[config.mk]
export PLATFORM = sky130hd
export DESIGN_NAME = ann_io_stream_bridge
export DESIGN_NICKNAME = d
export VERILOG_FILES = /design/src/rtl/ann_io_stream_bridge.sv
export SDC_FILE = /design/constraint.sdc
export NUM_CORES = 1
export LEC_CHECK = 0
export BUFFER_PORTS_ARGS = -buffer_cell sky130_fd_sc_hd__buf_2
export CAP_MARGIN = 10
export CORE_MARGIN = 2
export CORE_UTILIZATION = 35
export CTS_BUF_LIST = sky130_fd_sc_hd__clkbuf_4 sky130_fd_sc_hd__clkbuf_8
export DETAILED_ROUTE_END_ITERATION = 6
export PLACE_DENSITY = 0.53
export SYNTH_ARGS = -nofsm -noshare
export SYNTH_HDL_FRONTEND = slang
export SYNTH_SLANG_ARGS = --single-unit
export TNS_END_PERCENT = 30
[constraint.sdc]
create_clock -name io_clk -period 4.3 [get_ports io_clk]
set_input_delay 0.43 -clock io_clk [delete_from_list [all_inputs] [get_ports io_clk]]
set_output_delay 0.43 -clock io_clk [all_outputs]
set_load 0.03 [all_outputs]
[src/rtl/ann_io_stream_bridge.sv]
// Stream bridge between the narrow pin FIFO handshake and the wide ANN core datapath.
// Optional feature macro: ANN_IO_LOOPBACK_EN adds loopback_en, which routes packed words straight to the output FIFO.
module ann_io_stream_bridge #(
  parameter int DATA_W    = 11,
  parameter int PACK      = 2,
  parameter int IN_DEPTH  = 8,
  parameter int OUT_DEPTH = 8
) (
  input  logic                   io_clk,
  input  logic                   io_rst_n,
  input  logic                   flush,
`ifdef ANN_IO_LOOPBACK_EN
  input  logic                   loopback_en,
`endif
  input  logic                   in_fifo_wenq,
  input  logic [DATA_W-1:0]      in_fifo_wdata,
  output logic                   in_fifo_wfull_n,
  output logic                   core_rd_valid,
  output logic [DATA_W*PACK-1:0] core_rd_data,
  input  logic                   core_rd_ready,
  input  logic                   core_wr_valid,
  input  logic [DATA_W*PACK-1:0] core_wr_data,
  output logic                   core_wr_ready,
  input  logic                   out_fifo_deq,
  output logic [DATA_W-1:0]      out_fifo_rdata,
  output logic                   out_fifo_rempty_n,
  output logic                   overflow,
  output logic                   underflow
);

  localparam int CORE_W = DATA_W * PACK;
  localparam int CNT_W  = (PACK > 1) ? $clog2(PACK) : 1;
  localparam int IAW    = $clog2(IN_DEPTH);
  localparam int OAW    = $clog2(OUT_DEPTH);
  localparam logic [CNT_W-1:0] LAST = CNT_W'(PACK - 1);

  logic lb;
`ifdef ANN_IO_LOOPBACK_EN
  assign lb = loopback_en;
`else
  assign lb = 1'b0;
`endif

  // ---------------- packer ----------------
  logic [CNT_W-1:0]  pack_cnt;
  logic [CORE_W-1:0] pack_buf;
  logic [CORE_W-1:0] pack_word;
  logic              pack_last;
  logic              enq_ok;
  logic              pack_done;
  logic              in_push;
  logic              lb_push;

  // input FIFO state
  logic [CORE_W-1:0] in_mem [IN_DEPTH];
  logic [IAW:0]      in_wr;
  logic [IAW:0]      in_rd;
  logic              in_empty;
  logic              in_full;
  logic              in_pop;

  // output FIFO state
  logic [CORE_W-1:0] out_mem [OUT_DEPTH];
  logic [OAW:0]      out_wr;
  logic [OAW:0]      out_rd;
  logic              out_empty;
  logic              out_full;
  logic              out_push;
  logic              out_pop;
  logic [CORE_W-1:0] out_wdata;
  logic [CNT_W-1:0]  unpack_cnt;
  logic              unpack_last;
  logic              deq_ok;
  logic [CORE_W-1:0] out_head;

  assign pack_last = (pack_cnt == LAST);
  // Only registered occupancy is used, so a same-cycle core pop never raises wfull_n.
  assign in_fifo_wfull_n = !(pack_last && (in_full || (lb && out_full)));
  assign enq_ok    = in_fifo_wenq && in_fifo_wfull_n;
  assign pack_done = enq_ok && pack_last;
  assign in_push   = pack_done && !lb;
  assign lb_push   = pack_done && lb;

  always_comb begin
    pack_word = pack_buf;
    pack_word[int'(pack_cnt)*DATA_W +: DATA_W] = in_fifo_wdata;
  end

  always_ff @(posedge io_clk or negedge io_rst_n) begin
    if (!io_rst_n) begin
      pack_cnt <= '0;
      pack_buf <= '0;
    end else if (flush) begin
      pack_cnt <= '0;
      pack_buf <= '0;
    end else if (enq_ok) begin
      pack_buf <= pack_word;
      pack_cnt <= pack_last ? '0 : pack_cnt + CNT_W'(1);
    end
  end

  // ---------------- input FIFO ----------------
  assign in_empty      = (in_wr == in_rd);
  assign in_full       = (in_wr[IAW] != in_rd[IAW]) && (in_wr[IAW-1:0] == in_rd[IAW-1:0]);
  assign core_rd_valid = !in_empty && !lb;
  assign in_pop        = core_rd_valid && core_rd_ready;
  assign core_rd_data  = core_rd_valid ? in_mem[in_rd[IAW-1:0]] : '0;

  always_ff @(posedge io_clk or negedge io_rst_n) begin
    if (!io_rst_n) begin
      in_wr <= '0;
      in_rd <= '0;
    end else if (flush) begin
      in_wr <= '0;
      in_rd <= '0;
    end else begin
      if (in_push) in_wr <= in_wr + 1'b1;
      if (in_pop)  in_rd <= in_rd + 1'b1;
    end
  end

  always_ff @(posedge io_clk) begin
    if (in_push) in_mem[in_wr[IAW-1:0]] <= pack_word;
  end

  // ---------------- output FIFO and unpacker ----------------
  assign out_empty   = (out_wr == out_rd);
  assign out_full    = (out_wr[OAW] != out_rd[OAW]) && (out_wr[OAW-1:0] == out_rd[OAW-1:0]);
  assign core_wr_ready = !out_full;
  assign unpack_last = (unpack_cnt == LAST);
  assign deq_ok      = out_fifo_deq && !out_empty;
  assign out_pop     = deq_ok && unpack_last;
  // A push into a full FIFO still lands when the last pin word of the head leaves the same cycle.
  assign out_push    = ((core_wr_valid && !lb) || lb_push) && (!out_full || out_pop);
  assign out_wdata   = lb ? pack_word : core_wr_data;

  assign out_fifo_rempty_n = !out_empty;
  assign out_head          = out_mem[out_rd[OAW-1:0]];
  assign out_fifo_rdata    = out_empty ? '0 : out_head[int'(unpack_cnt)*DATA_W +: DATA_W];

  always_ff @(posedge io_clk or negedge io_rst_n) begin
    if (!io_rst_n) begin
      out_wr     <= '0;
      out_rd     <= '0;
      unpack_cnt <= '0;
    end else if (flush) begin
      out_wr     <= '0;
      out_rd     <= '0;
      unpack_cnt <= '0;
    end else begin
      if (out_push) out_wr <= out_wr + 1'b1;
      if (out_pop)  out_rd <= out_rd + 1'b1;
      if (deq_ok)   unpack_cnt <= unpack_last ? '0 : unpack_cnt + CNT_W'(1);
    end
  end

  always_ff @(posedge io_clk) begin
    if (out_push) out_mem[out_wr[OAW-1:0]] <= out_wdata;
  end

  // ---------------- sticky error flags ----------------
  always_ff @(posedge io_clk or negedge io_rst_n) begin
    if (!io_rst_n) begin
      overflow  <= 1'b0;
      underflow <= 1'b0;
    end else if (flush) begin
      overflow  <= 1'b0;
      underflow <= 1'b0;
    end else begin
      if (in_fifo_wenq && !in_fifo_wfull_n) overflow  <= 1'b1;
      if (out_fifo_deq && out_empty)        underflow <= 1'b1;
    end
  end

endmodule
==> flow_metrics.env <==
export IMPL_yosysSeqAreaShare=0.7396
export IMPL_clock_root_buffer="clkbuf_8"
export IMPL_grt_pass1_wl_um=52000
export IMPL_min_path_type="in2async"
export IMPL_regToRegStartpoint="in_rd[2]"
export IMPL_skew_ns=0.01665
export IMPL_pin_count=79
export IMPL_clkLatencyLatePin_ns=0.60
export IMPL_slew_viol_final=0
export IMPL_regArea_sq_um=11630
export IMPL_synth_edf_count=352
export IMPL_ctsHtreeMaxLevel=3
export IMPL_synth_most_common_cell="edfxtp_1"
export IMPL_grt_pass1_vias=8205
export IMPL_rsz0062_at_grt="no"
export IMPL_setup_tns_final_ns=0
export IMPL_p_leak_nw=6.127
export IMPL_cts_tree="done"
export IMPL_max_clock_freq_mhz=293.4
export IMPL_die_area_sq_um=46600
export IMPL_fp_dieH_um=215.9
export IMPL_yosys_area_top_type="edfxtp_1"
export IMPL_grt_overflow=0
export IMPL_start_kind="flop"
export IMPL_ir_drop_uv=259.5
export IMPL_synth_area_leaders="edfxtp_1 67%, mux4_2 13%, dfrtp_1 6.7%, mux2i_1 2.3%, mux2_1 1.8%"
export IMPL_drtIter0Drc=413
export IMPL_busiest_layer="met2"
export IMPL_finalHoldViolCount=0
export IMPL_cts_resized_gates=0
export IMPL_ff2ff_setup_slack_ns=1.39
export IMPL_use_met1=0.1973
export IMPL_post_route_min_period_ns=3.408
export IMPL_finalWeightedCongestion=0.7169
export IMPL_grt_use_met2=0.2430
export IMPL_synthDistinctLibCells=47
export IMPL_io_buffers=78
export IMPL_cts_clk_slew_worst_paths_ns=0.06
export IMPL_dp_cells=1454
export IMPL_postCtsSetupRepairBufs=0
export IMPL_wl_per_cell_um=21.84
export IMPL_first_pass_iters=4
export IMPL_yosys_warnings=0
export IMPL_rr_endpoint="in_mem[0][8]"
export IMPL_totalWireLength_um=34370
export IMPL_yosysTopAreaCellShare=0.6727
export IMPL_num_rows=77
export IMPL_maxCapViolations=0
export IMPL_syn_num_nets=848
export IMPL_instances_no_fill=1574
export IMPL_tightest_slew_ns=1.025
export IMPL_cp_startpoint="in_rd[2]"
export IMPL_critPathArrivalTime_ns=2.98
export IMPL_antenna_found_initial=4
export IMPL_crit_type="reg2out"
export IMPL_layout_drive_gt1_share=0.3330
export IMPL_diodes=0
export IMPL_cts_hold_buf=0
export IMPL_start_util=0.3553
export IMPL_slew_headroom=0.3167
export IMPL_synth_area_sq_um=15710
export IMPL_n_fill_cell=3941
export IMPL_postSynthCellCount=804
export IMPL_avgSynthCellArea_sq_um=19.54
export IMPL_numCtsBuffers=68
export IMPL_cts_sinks=394
export IMPL_power_density_nw_per_um2=450.7
export IMPL_grt_total_usage=0.1505
export IMPL_routed_via_density=4.922
export IMPL_critPathMaxFanout=26
export IMPL_status="complete, no violations"
export IMPL_layout_nets=976
export IMPL_crit_required_ns=3.87
export IMPL_cp_end_kind="primary output"
export IMPL_r2r_cells=5
export IMPL_synth_async_reset_ratio=0.1066
export IMPL_die_x_um=215.9
export IMPL_grt_max_degree=49
export IMPL_use_met3=0.04172
export IMPL_area_growth_pct=15.81
export IMPL_synth_seq_cells=394
export IMPL_dr_total_vias=7748
export IMPL_multiInputGateArea_sq_um=3904
export IMPL_synthTopCellsByCount="352 x edfxtp_1, 88 x mux4_2, 44 x nor2_1, 42 x dfrtp_1, 36 x mux2i_1"
export IMPL_dpl_hpwl_um=20650
export IMPL_drc=0
export IMPL_clock_path_buffers=3
export IMPL_finalSetupViolCount=0
export IMPL_ys_flop_type="edfxtp_1"
export IMPL_period_share=0.7927
export IMPL_ant_nets=0
export IMPL_core_area_sq_um=44220
-- placed cells by master (no fill, tap or decap), types with 3 or more instances in the layout --
cell type  netlist  final
nand2_1         30     30
clkbuf_8         0     68
xnor2_1          4      4
and4b_1          4      4
nor2b_1          6      6
o21ai_1          5      5
mux2i_1         36     36
buf_4            7     28
mux4_2          88     88
dfrtp_2          0      3
xor2_2           3      3
nor4b_2          0      4
edfxtp_1       352    352
nor3_1          16     13
inv_6            0      3
clkinv_1         0     17
xor2_1           3      3
mux2_1          25     25
o22ai_1         22     22
or3_1            6      6
clkinv_2         0      5
nor2_1          44     43
clkbuf_4         0     24
nand2b_1         6      6
buf_2           11     78
dfrtp_1         42     38
nor3_2           0      3
inv_2            4      4
a21oi_1         23     22
ha_1             4      4
-- flip-flops by register name, summed over array words and instances (netlist names) --
register    count
in_mem        176
in_rd           4
in_wr           4
out_mem       176
out_rd          4
out_wr          4
overflow        1
pack_buf       22
pack_cnt        1
underflow       1
unpack_cnt      1
-- worst max-delay path by stage --
stage,end,cells after the start
after global routing,core_rd_data[11],5
after floorplan,out_mem[4][0],6
after global placement,in_mem[0][7],5
after CTS,core_rd_data[7],5
final,core_rd_data[1],5
after detailed placement,in_mem[0][7],5
-- critical path: stages (launching register included) --
cell and delay (ns):
dfrtp_2 0.92, xor2_2 0.28, nor4_4 0.52, buf_4 0.37, nor2_1 0.09, buf_2 0.19
-- stage by stage --
stage | instance area (sq um) | utilization | hold slack, ns | power, W | setup WS (ns)
final | 18200 | 0.4115 | 0.006340 | 0.008202 | 0.8916
after global routing | 18200 | 0.4115 | 0.06238 | 0.008546 | 0.6677
after CTS | 18200 | 0.4115 | 0.005204 | 0.008347 | 0.7336
after detailed placement | 16920 | 0.3825 | 0.4894 | 0.005069 | 1.323
after global placement | 16920 | 0.3825 | 0.4781 | 0.005061 | 1.419
after floorplan | 15710 | - | 0.1344 | 0.004823 | 0.2541
-- cells by family (layout without fill, tap and decap cells) --
kind of cell / Yosys count / count (layout) / synth area share
and+or+nand+nor: 134 / 134 / 0.04268
DFF: 394 / 394 / 0.7396
muxes: 150 / 150 / 0.1679
xor gates and xnor gates: 10 / 10 / 0.007008
buffers and inverters: 55 / 233 / 0.01768
adders and majority gates: 4 / 4 / 0.003185
AOI/OAI and AO/OA: 57 / 57 / 0.02190
-- report_power, final --
| part | switching [W] | internal, W |
|---|---|---|
| registers | 0.0000487 | 0.00427 |
| logic | 0.000427 | 0.000234 |
| clock network | 0.00147 | 0.00175 |
| total | 0.00195 | 0.00625 |
-- layout make-up --
cell class / count / area share
Sequential cell: 394 / 0.6390
Multi-Input combinational cell: 355 / 0.2145
Clock buffer: 92 / 0.06133
Tap cell: 592 / 0.04070
Timing Repair Buffer: 107 / 0.03410
Clock inverter: 28 / 0.009076
Inverter: 6 / 0.001238
-- layer usage --
metal	wire length (um)	vias up
met5	41	-
met4	663	6
met1	14890	3998
met2	16720	171
met3	2049	59
li1	-	3514
Power figures use the tool's default switching activity.
